===== config.mk =====
export PLATFORM = sky130hd
export DESIGN_NAME = multicycle_ctrl
export DESIGN_NICKNAME = d
export VERILOG_FILES = /design/src/rtl/multicycle_ctrl.sv
export SDC_FILE = /design/constraint.sdc
export NUM_CORES = 1
export LEC_CHECK = 0
export ABC_AREA = 1
export CAP_MARGIN = 20
export CORE_MARGIN = 3
export CORE_UTILIZATION = 54
export DETAILED_ROUTE_END_ITERATION = 6
export GPL_ROUTABILITY_DRIVEN = 0
export PLACE_DENSITY = 0.83
export SYNTH_ARGS = -nofsm -noshare
export SYNTH_HDL_FRONTEND = slang
export SYNTH_SLANG_ARGS = --single-unit
export TNS_END_PERCENT = 1

===== constraint.sdc =====
create_clock -name clk -period 3.6 [get_ports clk]
set_input_delay 0.72 -clock clk [delete_from_list [all_inputs] [get_ports clk]]
set_output_delay 0.72 -clock clk [all_outputs]
set_load 0.005 [all_outputs]

===== src/rtl/multicycle_ctrl.sv =====
// ---------------------------------------------------------------------------
// multicycle_ctrl
//   Multi-cycle sequencer for the MIPS-style datapath. It owns the PC and the
//   instruction register. It fetches over a req/ack instruction port and
//   steps the shared ALU, register file and data memory through
//   FETCH/DECODE/EXEC/MEM/WB, one instruction at a time.
//
// Ports:
//   clk, rst_n              clock (rising edge), synchronous active-low reset
//   imem_addr/req/ack/rdata instruction fetch handshake (imem_addr = PC)
//   dmem_req/ack            data access handshake, we2 qualifies a store
//   alu_zero                ALU zero flag, used to resolve BEQ
//   ALUOpsel, sel1, sel2    datapath controls, decoded from the IR
//   rs/rt/rd_addr, imm      instruction fields, decoded from the IR
//   we1                     register file write strobe (one cycle in WB)
//   halted, illegal, bus_err status (illegal is sticky)
//   instret                 retired-instruction counter
//
// Optional feature macro: MULTICYCLE_CTRL_PERF_EN
//   defined   -> instret counts retired instructions (wraps at 0xFFFF)
//   undefined -> instret is tied to zero and no counter flops exist
// ---------------------------------------------------------------------------
module multicycle_ctrl #(
    parameter int              PC_W     = 32,
    parameter logic [PC_W-1:0] RESET_PC = {PC_W{1'b0}},
    parameter int              MAX_WAIT = 15
) (
    input  logic            clk,
    input  logic            rst_n,
    output logic [PC_W-1:0] imem_addr,
    output logic            imem_req,
    input  logic            imem_ack,
    input  logic [31:0]     imem_rdata,
    output logic            dmem_req,
    input  logic            dmem_ack,
    input  logic            alu_zero,
    output logic [3:0]      ALUOpsel,
    output logic [5:0]      rs_addr,
    output logic [5:0]      rt_addr,
    output logic [5:0]      rd_addr,
    output logic [14:0]     imm,
    output logic            we1,
    output logic            we2,
    output logic            sel1,
    output logic            sel2,
    output logic            halted,
    output logic            illegal,
    output logic            bus_err,
    output logic [15:0]     instret
);

    typedef enum logic [2:0] {
        S_FETCH  = 3'd0,
        S_DECODE = 3'd1,
        S_EXEC   = 3'd2,
        S_MEM    = 3'd3,
        S_WB     = 3'd4,
        S_HALTED = 3'd5,
        S_ERROR  = 3'd6
    } state_t;

    localparam logic [PC_W-1:0] PC_ONE    = {{(PC_W-1){1'b0}}, 1'b1};
    // Last wait count at which a missing ack still leaves the request alive;
    // a request is therefore outstanding for at most MAX_WAIT cycles.
    localparam logic [3:0]      WAIT_LAST = 4'(MAX_WAIT - 1);

    state_t          state_r, state_s;
    logic [PC_W-1:0] pc_r, pc_s;
    logic [31:0]     ir_r, ir_s;
    logic [3:0]      wait_r, wait_s;
    logic            illegal_r, illegal_s;
    logic            imem_req_s, dmem_req_s, we1_s, we2_s;

    logic [3:0]      opcode_s;
    logic            is_rtype_s, is_addi_s, is_lw_s, is_sw_s, is_beq_s, is_halt_s;
    logic            is_legal_s;
    logic [PC_W-1:0] pc_inc_s, pc_br_s;

    assign opcode_s   = ir_r[31:28];
    assign is_rtype_s = ~opcode_s[3];
    assign is_addi_s  = (opcode_s == 4'b1000);
    assign is_lw_s    = (opcode_s == 4'b1001);
    assign is_sw_s    = (opcode_s == 4'b1010);
    assign is_beq_s   = (opcode_s == 4'b1011);
    assign is_halt_s  = (opcode_s == 4'b1111);
    assign is_legal_s = is_rtype_s | is_addi_s | is_lw_s | is_sw_s | is_beq_s | is_halt_s;

    assign pc_inc_s = pc_r + PC_ONE;
    assign pc_br_s  = pc_inc_s + {{(PC_W-15){ir_r[14]}}, ir_r[14:0]};

    assign rs_addr   = ir_r[27:22];
    assign rt_addr   = ir_r[21:16];
    assign rd_addr   = is_rtype_s ? ir_r[15:10] : ir_r[21:16];
    assign imm       = ir_r[14:0];
    assign imem_addr = pc_r;

    // Datapath control decode from the instruction register.
    always_comb begin
        ALUOpsel = 4'b0000;
        sel1     = is_lw_s;
        sel2     = is_addi_s | is_lw_s | is_sw_s;
        if (is_rtype_s) begin
            ALUOpsel = {1'b0, opcode_s[2:0]};
        end else if (is_beq_s) begin
            ALUOpsel = 4'b0001;
        end else begin
            ALUOpsel = 4'b0000;
        end
    end

    // Next-state, PC/IR update and strobe generation.
    always_comb begin
        state_s    = state_r;
        pc_s       = pc_r;
        ir_s       = ir_r;
        wait_s     = wait_r;
        illegal_s  = illegal_r;
        imem_req_s = 1'b0;
        dmem_req_s = 1'b0;
        we1_s      = 1'b0;
        we2_s      = 1'b0;
        case (state_r)
            S_FETCH: begin
                imem_req_s = 1'b1;
                if (imem_ack) begin
                    ir_s    = imem_rdata;
                    state_s = S_DECODE;
                end else if (wait_r == WAIT_LAST) begin
                    state_s = S_ERROR;
                end else begin
                    wait_s = wait_r + 4'd1;
                end
            end
            S_DECODE: begin
                if (is_halt_s) begin
                    state_s = S_HALTED;
                end else if (!is_legal_s) begin
                    illegal_s = 1'b1;
                    pc_s      = pc_inc_s;
                    state_s   = S_FETCH;
                end else begin
                    state_s = S_EXEC;
                end
            end
            S_EXEC: begin
                if (is_beq_s) begin
                    pc_s    = alu_zero ? pc_br_s : pc_inc_s;
                    state_s = S_FETCH;
                end else if (is_lw_s || is_sw_s) begin
                    state_s = S_MEM;
                end else begin
                    state_s = S_WB;
                end
            end
            S_MEM: begin
                dmem_req_s = 1'b1;
                we2_s      = is_sw_s;
                if (dmem_ack) begin
                    if (is_lw_s) begin
                        state_s = S_WB;
                    end else begin
                        pc_s    = pc_inc_s;
                        state_s = S_FETCH;
                    end
                end else if (wait_r == WAIT_LAST) begin
                    state_s = S_ERROR;
                end else begin
                    wait_s = wait_r + 4'd1;
                end
            end
            S_WB: begin
                we1_s   = 1'b1;
                pc_s    = pc_inc_s;
                state_s = S_FETCH;
            end
            S_HALTED: begin
                state_s = S_HALTED;
            end
            S_ERROR: begin
                state_s = S_ERROR;
            end
            default: begin
                state_s = S_ERROR;
            end
        endcase
        if (state_s != state_r) begin
            wait_s = 4'd0;
        end else begin
            wait_s = wait_s;
        end
    end

    // Strobes are forced low while reset is held so an aborted access drops
    // its request immediately.
    assign imem_req = imem_req_s & rst_n;
    assign dmem_req = dmem_req_s & rst_n;
    assign we1      = we1_s & rst_n;
    assign we2      = we2_s & rst_n;
    assign halted   = (state_r == S_HALTED);
    assign bus_err  = (state_r == S_ERROR);
    assign illegal  = illegal_r;

    // Sequencer state, PC, IR, wait counter and sticky illegal flag.
    always_ff @(posedge clk) begin
        if (!rst_n) begin
            state_r   <= S_FETCH;
            pc_r      <= RESET_PC;
            ir_r      <= 32'd0;
            wait_r    <= 4'd0;
            illegal_r <= 1'b0;
        end else begin
            state_r   <= state_s;
            pc_r      <= pc_s;
            ir_r      <= ir_s;
            wait_r    <= wait_s;
            illegal_r <= illegal_s;
        end
    end

`ifdef MULTICYCLE_CTRL_PERF_EN
    logic        retire_s;
    logic [15:0] instret_r;

    assign retire_s = ((state_r == S_EXEC) && is_beq_s) ||
                      ((state_r == S_MEM) && is_sw_s && dmem_ack) ||
                      (state_r == S_WB);

    // Retired-instruction counter, wraps naturally at 16 bits.
    always_ff @(posedge clk) begin
        if (!rst_n) begin
            instret_r <= 16'd0;
        end else if (retire_s) begin
            instret_r <= instret_r + 16'd1;
        end else begin
            instret_r <= instret_r;
        end
    end

    assign instret = instret_r;
`else
    assign instret = 16'd0;
`endif

endmodule

==> run metrics, run 1 <==
crit-path cells=ha_2, inv_1, nor3_2, inv_1, nor2_1, xor2_1, inv_1, ha_1, nand2_1, nor2_1, inv_1, nor2_1, nand4_1, nand3b_1, or2_2, nand3_1, a21oi_1; Int Power=0.00190 W; Reg area=~1400 µm²; Clk pwr share=0.286; Pwr Density=389 nW/µm²; Hold Crit Class=flop to flop; most common cell after layout, fill and taps aside=nand2_1; cts hold-fix bufs=0; CP startpoint=imem_addr[1]$_SDFFE_PN0P_; sw power=approximately 0.0013 W; final routed DRC violation total=0; Mapped Cells=between 1k and 1.5k; DIE HEIGHT=119 µm; final WL=~22000 µm; RSZ-0062 raised after global routing=false; Layout area overhead=19.8%; clk slew on worst S/H paths=about 80 ps; multi-input logic area=between 4000 and 5000 µm²; Worst path slowest cell=dfxtp_1; Initial Utilization=0.560; Crit Path Max Fanout=6; combinational power share=0.391; vias after detailed routing=between 7k and 8k; Clock Tree Buf Depth=2; Crit Reg-Reg Startpoint=imem_addr[1]$_SDFFE_PN0P_; Die X=~120 µm; Worst EP required=approximately 3900 ps; sequential-to-total area share from yosys stat=0.211; DRT iter0 DRCs=roughly 730; IO Count=approximately 130; drt wl/cell=15.1 µm; most frequent cells in the layout=367 x nand2_1, 175 x inv_1, 113 x clkdlybuf4s50_1; Finished Core Util=0.670; HPWL after DPL=about 17000 µm; CP bufs+invs=4; Synth Area per Inst=a little under 6 µm²; critical path type=flop to flop; Buffers on Ports=113; initial antenna violation count=0; minimum clock period=between 3000 and 4000 ps; total global routing overflow=0; Num CTS Buffers=9; highest clock rate=about 310 MHz; drt pass-1 iters=5; clock skew=approximately 15 ps; FP Rows=40; synthesized flop and latch total=between 70 and 80; Final WS setup=roughly 340 ps; Most common cell on crit path=inv_1; worst vdd ir=between 0.3 and 0.4 mV; HP Start=ir_r[15]$_SDFFE_PN0P_; final hold viol count=0; largest net degree at the start of global routing=47; leakage power=between 3 and 4 nW; H-tree levels=3; clock root cell=clkbuf_16; CP peak stage delay=roughly 380 ps; Worst EP arrival=3520 ps; Sum Neg Setup Slack=0 ps; Relative slew margins=0.288; fin nets=approximately 1.3k; kind of cell adding the most delay to the critical path=simple AND/OR/NAND/NOR gates; Yosys warnings=0; ant diodes=0; Via-to-Cell Ratio=roughly 5.4; clk sinks=72; share of cells above drive strength 1=0.0468; fill count=approximately 1.1k; CTS tree=built; Total GRT Usage=0.305; number of global-route vias before repair=slightly above 7k; post-route ant nets=0; Place WS=approximately 320 ps; max-cap violations=0; Setup-failing EPs final=0; Worst Tran Pin Value=~1100 ps; outcome=finished clean; Sw Ratio=0.403; max-slew violation count=0; period utilisation layout=0.906; Core ar.=between 10000 and 15000 µm²; Flop pwr share=0.323; first-pass GRT wire length=~35000 µm; kind of end point of the critical path=flop; die footprint=around 14000 µm²; Worst-Skew Late Latency=approximately 360 ps; mapped cell area=~6800 µm²; Yosys cell types=44; startpoint types=flop
==> cell usage after synthesis <==
| library cell | count | area share |
|---|---|---|
| a21oi_1 | 100 | 0.073 |
| nand3_1 | 73 | 0.053 |
| a211oi_1 | 2 | 0.0022 |
| or2_2 | 4 | 0.0037 |
| clkinv_1 | 1 | 0.00055 |
| buf_6 | 1 | 0.0016 |
| a31oi_1 | 4 | 0.0037 |
| conb_1 | 1 | 0.00055 |
| and2_1 | 3 | 0.0027 |
| buf_2 | 4 | 0.0029 |
| a21boi_0 | 1 | 0.0011 |
| o21ai_1 | 5 | 0.0037 |
| nor2_2 | 8 | 0.0073 |
| nor2_1 | 91 | 0.050 |
| clkbuf_1 | 18 | 0.0099 |
| xnor2_1 | 5 | 0.0064 |
| a21boi_1 | 1 | 0.0011 |
| ha_1 | 41 | 0.075 |
| nor3b_2 | 1 | 0.0018 |
| inv_2 | 3 | 0.0016 |
| clkbuf_2 | 1 | 0.00073 |
| o22ai_1 | 1 | 0.00092 |
| nand2_4 | 1 | 0.0016 |
| nand2_1 | 367 | 0.20 |
| o211ai_2 | 1 | 0.0018 |
| o211ai_1 | 1 | 0.0011 |
| o21ai_0 | 61 | 0.045 |
| nor3_2 | 3 | 0.0044 |
| nor3_1 | 16 | 0.012 |
| nand4_1 | 10 | 0.0092 |
| a21oi_2 | 2 | 0.0026 |
| buf_4 | 46 | 0.051 |
| xor2_1 | 26 | 0.033 |
| a21o_1 | 4 | 0.0044 |
| inv_1 | 175 | 0.096 |
| fa_1 | 1 | 0.0029 |
| nor2_4 | 1 | 0.0016 |
| o21bai_1 | 5 | 0.0055 |
| nand3_2 | 2 | 0.0029 |
| inv_4 | 1 | 0.00092 |
| nand3b_1 | 4 | 0.0044 |
| dfxtp_1 | 72 | 0.21 |
| nor4_1 | 3 | 0.0027 |
| and3_1 | 1 | 0.00092 |
==> what timing repair did <==
item,in CTS,in global routing
setup buffers,0,0
setup endpoints to repair,0,7
gates resized for setup,0,3
==> worst reg2reg max path: cells and delay by family, from the launching register on <==
kind            cells  cell delay, ps
xor+xnor            1             190
simple gates        9            1360
fa+ha+maj           2             640
buf+inv             4             320
flops               1             380
compound gates      1             270
==> path summary, 6_finish.rpt <==
path	to	slack (ps)	cells after the start
hold reg to reg	ir_r[15]$_SDFFE_PN0P_	450	2
hold / removal	ir_r[15]$_SDFFE_PN0P_	450	2
setup reg to reg	imem_addr[20]$_SDFFE_PN0P_	340	17
setup / recovery	imem_addr[20]$_SDFFE_PN0P_	340	17
==> cell families after synthesis <==
logic type / synth area share
AO/OA/AOI/OAI: 0.146
XOR/XNOR: 0.0397
adder cells (fa/ha/maj): 0.0780
buffers and inverters: 0.165
flip-flops: 0.211
other: 0.000549
AND/OR/NAND/NOR: 0.360
==> area by class of cell <==
class                      count  area share
clock inverter                 7     0.00779
inverter                     180      0.0828
sequential                    72       0.176
clock buffer                   9      0.0275
tap                          168      0.0257
timing repair buffer         126       0.150
multi-input combinational    866       0.530
==> state kept, by name (all words and copies together) (netlist names) <==
signal     flops
illegal        1
imem_addr     32
ir_r          32
state_r        3
wait_r         4
==> layer usage <==
| layer | up-vias | track usage | routed length, µm |
|---|---|---|---|
| li1 | 3818 | - | - |
| met1 | 3441 | 0.388 | 8820 |
| met2 | 385 | 0.493 | 9710 |
| met3 | 69 | 0.0684 | 2210 |
| met4 | 0 | 0.139 | 866 |
| met5 | - | 0 | 0 |
==> power by group through the flow <==
stage	clock (W)	sequential, W	combinational [W]
final	0.000912	0.00103	0.00125
after global routing	0.000950	0.00104	0.00138
after CTS	0.000919	0.00102	0.00123
after detailed placement	0	0.00104	0.00122
after global placement	0	0.00104	0.00120
after floorplan	0	0.00102	0.000792
==> per-stage QoR <==
step | instance area [µm²] | instances | hold slack, ps | power, W
floorplan | 6900 | 1188 | 424 | 0.00181
global placement | 7890 | 1412 | 442 | 0.00224
detailed placement | 7890 | 1412 | 442 | 0.00226
CTS | 8170 | 1428 | 451 | 0.00317
global route | 8190 | 1428 | 479 | 0.00338
finish | 8190 | 1428 | 453 | 0.00319
(Power assumes the default switching activity.)
==> run 2: changes to the inputs <==
CORE_UTILIZATION = 55   (was 54)
DONT_BUFFER_PORTS = 1   (was unset)
PLACE_DENSITY = 0.7   (was 0.83)
SETUP_SLACK_MARGIN = 0.15   (was unset)
==> run 2 against run 1 <==
Power shrank 2.5%. Global-route usage decreased by 0.96 points. Critical path type unchanged. Via count fell by 7.6%. Routed wire length decreased by 4.1%. Critical endpoint is now imem_addr[30]$_SDFFE_PN0P_.
==> run metrics, run 2 (same netlist as run 1, synthesis figures left out) <==
CTS tree=built; max-slew violation count=0 (unchanged); CP startpoint=imem_addr[7]$_SDFFE_PN0P_; die footprint=13800 µm² (-1.7%); clk sinks=72 (unchanged); Worst EP arrival=3570 ps (+50 ps); Worst path slowest cell=dfxtp_1; Worst Reg-to-Reg Cells=15 (-2); Post-DP Area=6810 µm² (-14%); number of global-route vias before repair=6648 (-6.0%); leakage power=3.63 nW (-8.3%); max-cap violations=0 (unchanged); Num CTS Buffers=9 (unchanged); final routed DRC violation total=0 (unchanged); outcome=finished clean; H-tree levels=3 (unchanged); reg-to-reg critical path endpoint=imem_addr[30]$_SDFFE_PN0P_; Hold Crit Class=flop to flop; initial antenna violation count=0 (unchanged); most frequent cells in the layout=367 x nand2_1, 175 x inv_1, 100 x a21oi_1; RSZ-0062 raised after global routing=true; Total GRT Usage=0.295 (-0.00963); setup bufs post-CTS=0 (unchanged); Worst-Skew Late Latency=350 ps (about the same); cts hold-fix bufs=0 (unchanged); final hold viol count=0 (unchanged); Setup-failing EPs final=0 (unchanged); drt wl/cell=15.7 µm (+3.4%); drt pass-1 iters=5 (unchanged); Clock Tree Buf Depth=2 (unchanged); first-pass GRT wire length=33000 µm (-4.7%); reg2reg setup slack=320 ps (-20 ps); DRT iter0 DRCs=687 (-6.1%); total global routing overflow=0 (unchanged); FP Rows=40 (unchanged); Relative slew margins=0.513 (+0.225); Most common cell on crit path=nand2_1; crit-path cells=inv_1, nor3_2, nand2_1, nor2_2, xor2_1, inv_1, ha_1, nand2_1, nor2_1, nand3_1, nand2_1, nand2_1, nand3b_1, nand3_1, a21oi_1; final WL=20700 µm (-4.1%); Core ar.=12100 µm² (-1.2%); IO Count=131 (unchanged); Final Cell Area=7200 µm² (-12%); Crit Reg-Reg Startpoint=imem_addr[7]$_SDFFE_PN0P_; Layout area overhead=5.35%; CP peak stage delay=420 ps (+40 ps); post-route ant nets=0 (unchanged); minimum clock period=3280 ps (+23.3 ps); Sum Neg Setup Slack=0 ps (unchanged); most common cell after layout, fill and taps aside=nand2_1; startpoint types=flop; Initial Utilization=0.567 (+0.00697); largest net degree at the start of global routing=47 (unchanged); hold slack=457 ps (+3.55 ps); DIE HEIGHT=117 µm (-0.86%); highest clock rate=305 MHz (-0.71%); critical path type=flop to flop; PostCTS Resize Cnt=0 (unchanged); clk slew on worst S/H paths=70 ps (about the same); share of cells above drive strength 1=0.0649 (+0.0181); crit path to=imem_addr[30]$_SDFFE_PN0P_; worst vdd ir=0.342 mV (+10%); ant diodes=0 (unchanged); clock root cell=clkbuf_16; clock skew=8.38 ps (-6.88 ps); fin nets=1230 (-7.8%); vias after detailed routing=7125 (-7.6%); Via-to-Cell Ratio=5.38 (-0.37%); HPWL after DPL=16200 µm (-1.8%); Pwr Density=432 nW/µm² (+11%); period utilisation layout=0.912 (+0.00648); Worst EP required=3890 ps (+40 ps); Buffers on Ports=0 (-100%); Worst Tran Pin Value=730 ps (-337 ps); kind of end point of the critical path=flop; Die X=117 µm (-0.86%); Crit Path Max Fanout=5 (-1)
run 2: changes by cell type in the layout (fill, tap and decap cells not counted), moves of 6 or more:
cell,change
inv_6,-6
clkdlybuf4s50_1,-113
nor2_1,-7
buf_4,+8
nor2_2,+7
run 2: per-layer routing:
layer,routed length (µm),up-vias,part of all wire,track usage
li1,-,3618,-,-
met1,8940,3201,0.43,0.379
met2,9460,271,0.46,0.484
met3,1780,35,0.086,0.0678
met4,547,0,0.026,0.114
met5,0,-,0,0
run 2: through the flow:
stage               cells  utilization  power, W  setup slack [ps]
floorplan            1188            -   0.00181               939
global placement     1307        0.565   0.00204               190
detailed placement   1307        0.565   0.00205               241
CTS                  1323        0.593   0.00309               209
global route         1324        0.597   0.00329               120
finish               1324        0.597   0.00311               316
run 2: where the power goes:
group | leakage [nW] | total, W | switching, W | internal [W]
Combinational | 2.87 | 0.00101 | 0.000668 | 0.000347
Sequential | 0.591 | 0.00105 | 0.000152 | 0.000896
Clock | 0.166 | 0.00105 | 0.000420 | 0.000625
Total | 3.63 | 0.00311 | 0.00124 | 0.00187
run 2: cell type report:
cell class	count	area, µm²
Sequential cell	72	1440
Fill cell	1287	4860
Clock buffer	9	225
Tap cell	168	210
Multi-Input combinational cell	866	4360
Timing Repair Buffer	22	173
Inverter	180	678
Clock inverter	7	111
run 2: how the worst min path moves through the flow:
stage | end | cells past startpoint | startpoint | slack [ps]
detailed placement | ir_r[15]$_SDFFE_PN0P_ | 2 | ir_r[15]$_SDFFE_PN0P_ | 450
finish | ir_r[15]$_SDFFE_PN0P_ | 2 | ir_r[15]$_SDFFE_PN0P_ | 460
global placement | ir_r[15]$_SDFFE_PN0P_ | 2 | ir_r[15]$_SDFFE_PN0P_ | 440
floorplan | ir_r[15]$_SDFFE_PN0P_ | 2 | ir_r[15]$_SDFFE_PN0P_ | 420
CTS | ir_r[15]$_SDFFE_PN0P_ | 2 | ir_r[15]$_SDFFE_PN0P_ | 460
global route | state_r[1]$_SDFF_PN0_ | 2 | rst_n | 480
run 2: worst max-delay path, delay by kind of cell, from the launching register on:
family / cells / cell delay, ps
simple gates: 10 / 1810
flops: 1 / 420
compound gates: 1 / 150
fa+ha+maj: 1 / 360
xor+xnor: 1 / 250
buf+inv: 2 / 220
==> run 3: changes to the inputs <==
CORE_MARGIN = unset   (was 3)
clock period = 3.7 ns   (was 3.6 ns; I/O delays follow)
==> run 3 against run 2 <==
Clock skew increased by 1.7 ps. Design area decreased by 1.7%. Power decreased by 7.3%. Routed wire length decreased by 1.1%. Die area decreased by 6.7%. Clock-buffer cell count increased by 1. Via count increased by 0.36%. Fmax decreased by 0.17%. Clock power decreased by 15%. Utilization decreased by 1.0 points. Highest routed layer unchanged.
==> run metrics, run 3 (same netlist as run 1, synthesis figures left out) <==
kind of end point of the critical path=flop; first-pass GRT wire length=32300 µm (-2.2%); Worst Reg-to-Reg Cells=16 (+1); IO Count=131 (unchanged); CTS tree=built; clk sinks=72 (unchanged); Final WS setup=411 ps (+94.5 ps); Via-to-Cell Ratio=5.44 (+1.1%); Place WS=325 ps (+84.5 ps); Worst path slowest cell=dfxtp_1; Final Cell Area=7080 µm² (-1.7%); Setup-failing EPs final=0 (unchanged); Initial Utilization=0.567 (unchanged); period utilisation layout=0.889 (-0.0232); hold slack=460 ps (+3.21 ps); Die X=113 µm (-3.4%); Crit Path Max Fanout=5 (unchanged); Core ar.=12100 µm² (unchanged); Buffers on Ports=0 (unchanged); Layout area overhead=3.51%; most frequent cells in the layout=367 x nand2_1, 175 x inv_1, 100 x a21oi_1; drt pass-1 iters=6 (+1); HPWL after DPL=15900 µm (-1.9%); share of cells above drive strength 1=0.0532 (-0.0117); total global routing overflow=0 (unchanged); FP Rows=40 (unchanged); Sum Neg Setup Slack=0 ps (unchanged); startpoint types=flop; initial antenna violation count=0 (unchanged); max-cap violations=0 (unchanged); outcome=finished clean; clock skew=10.1 ps (+1.74 ps); CP bufs+invs=3 (+1); Relative slew margins=0.259 (-0.254); minimum clock period=3290 ps (+5.54 ps); H-tree levels=3 (unchanged); most common cell after layout, fill and taps aside=nand2_1; largest net degree at the start of global routing=47 (unchanged); Worst-Skew Late Latency=350 ps (about the same); clock root cell=clkbuf_16; fin nets=1220 (-0.81%); DRT iter0 DRCs=665 (-3.2%); Total GRT Usage=0.323 (+0.0278); clk slew on worst S/H paths=60 ps (about the same); Hold Crit Class=flop to flop; highest clock rate=304 MHz (-0.17%); cts hold-fix bufs=0 (unchanged); Num CTS Buffers=9 (unchanged); final WL=20500 µm (-1.1%); post-route ant nets=0 (unchanged); Worst Tran Pin Value=1110 ps (+380 ps); CP peak stage delay=430 ps (about the same); die footprint=12900 µm² (-6.7%); Worst Hold Depth=2 (unchanged); Crit path depth=16 (+1); final routed DRC violation total=0 (unchanged); critical path type=flop to flop; worst vdd ir=0.304 mV (-11%); ant diodes=0 (unchanged); number of global-route vias before repair=6474 (-2.6%); Worst EP arrival=3570 ps (about the same); final hold viol count=0 (unchanged); RSZ-0062 raised after global routing=true; kind of cell adding the most delay to the critical path=simple AND/OR/NAND/NOR gates; Pwr Density=407 nW/µm² (-5.7%); leakage power=3.54 nW (-2.4%); vias after detailed routing=7151 (+0.36%); drt wl/cell=15.6 µm (-0.39%); Worst EP required=3980 ps (+90 ps); crit-path cells=inv_1, nor3_2, nand2_1, nor2_2, xor2_2, inv_1, ha_1, nand2_1, nor2_1, nand3_1, nand3_1, inv_1, or2_2, nand3_1, o21ai_0, a21oi_1; Clock Tree Buf Depth=2 (unchanged); max-slew violation count=0 (unchanged); DIE HEIGHT=113 µm (-3.4%); Post-DP Area=6750 µm² (-0.99%)
## run 3: cell types whose count changed in the layout (fill, tap and decap cells not counted), moves of 3 or more
cell,change
buf_4,-9
inv_8,-3
nor2_1,+5
nor2_2,-6
## run 3: layout make-up
class                      instances  area (µm²)
sequential                        72        1440
clock inverter                     6        68.8
multi-input combinational        866        4360
fill                            1256        4990
tap                              168         210
timing repair buffer              12        90.1
inverter                         180         678
clock buffer                      10         229
## run 3: repair_timing
item | CTS | global route
setup endpoints to repair | 0 | 15
setup buffers | 0 | 0
resized for setup | 0 | 8
## run 3: per-layer routing
layer | wire length [µm] | vias up | GRT usage
li1 | - | 3589 | -
met1 | 8800 | 3165 | 0.413
met4 | 789 | 0 | 0.154
met3 | 2060 | 56 | 0.0802
met5 | 0 | - | 0
met2 | 8830 | 341 | 0.510
## run 3: per-stage QoR
stage / power, W / std cells / util
2_1_floorplan: 0.00176 / 1188 / -
3_3_place_gp: 0.00196 / 1298 / 0.559
3_5_place_dp: 0.00197 / 1298 / 0.559
4_1_cts: 0.00287 / 1314 / 0.584
5_1_grt: 0.00306 / 1314 / 0.587
6_report: 0.00288 / 1314 / 0.587
## run 3: worst min-delay path, delay by kind of cell (launching register included)
kind / cells / cell delay (ps)
AO/OA/AOI/OAI: 1 / 60
flip-flops: 1 / 290
buffers and inverters: 1 / 60
## run 3: worst paths after layout
| path | from | endpoint | slack [ps] |
|---|---|---|---|
| min | ir_r[15]$_SDFFE_PN0P_ | ir_r[15]$_SDFFE_PN0P_ | 460 |
| max | imem_addr[7]$_SDFFE_PN0P_ | imem_addr[12]$_SDFFE_PN0P_ | 410 |
| min reg2reg | ir_r[15]$_SDFFE_PN0P_ | ir_r[15]$_SDFFE_PN0P_ | 460 |
| max reg2reg | imem_addr[7]$_SDFFE_PN0P_ | imem_addr[12]$_SDFFE_PN0P_ | 410 |
## run 3: where the power goes
part | internal, W | switching [W] | total (W)
Combinational | 0.000317 | 0.000632 | 0.000950
Sequential | 0.000873 | 0.000163 | 0.00104
Clock | 0.000526 | 0.000368 | 0.000894
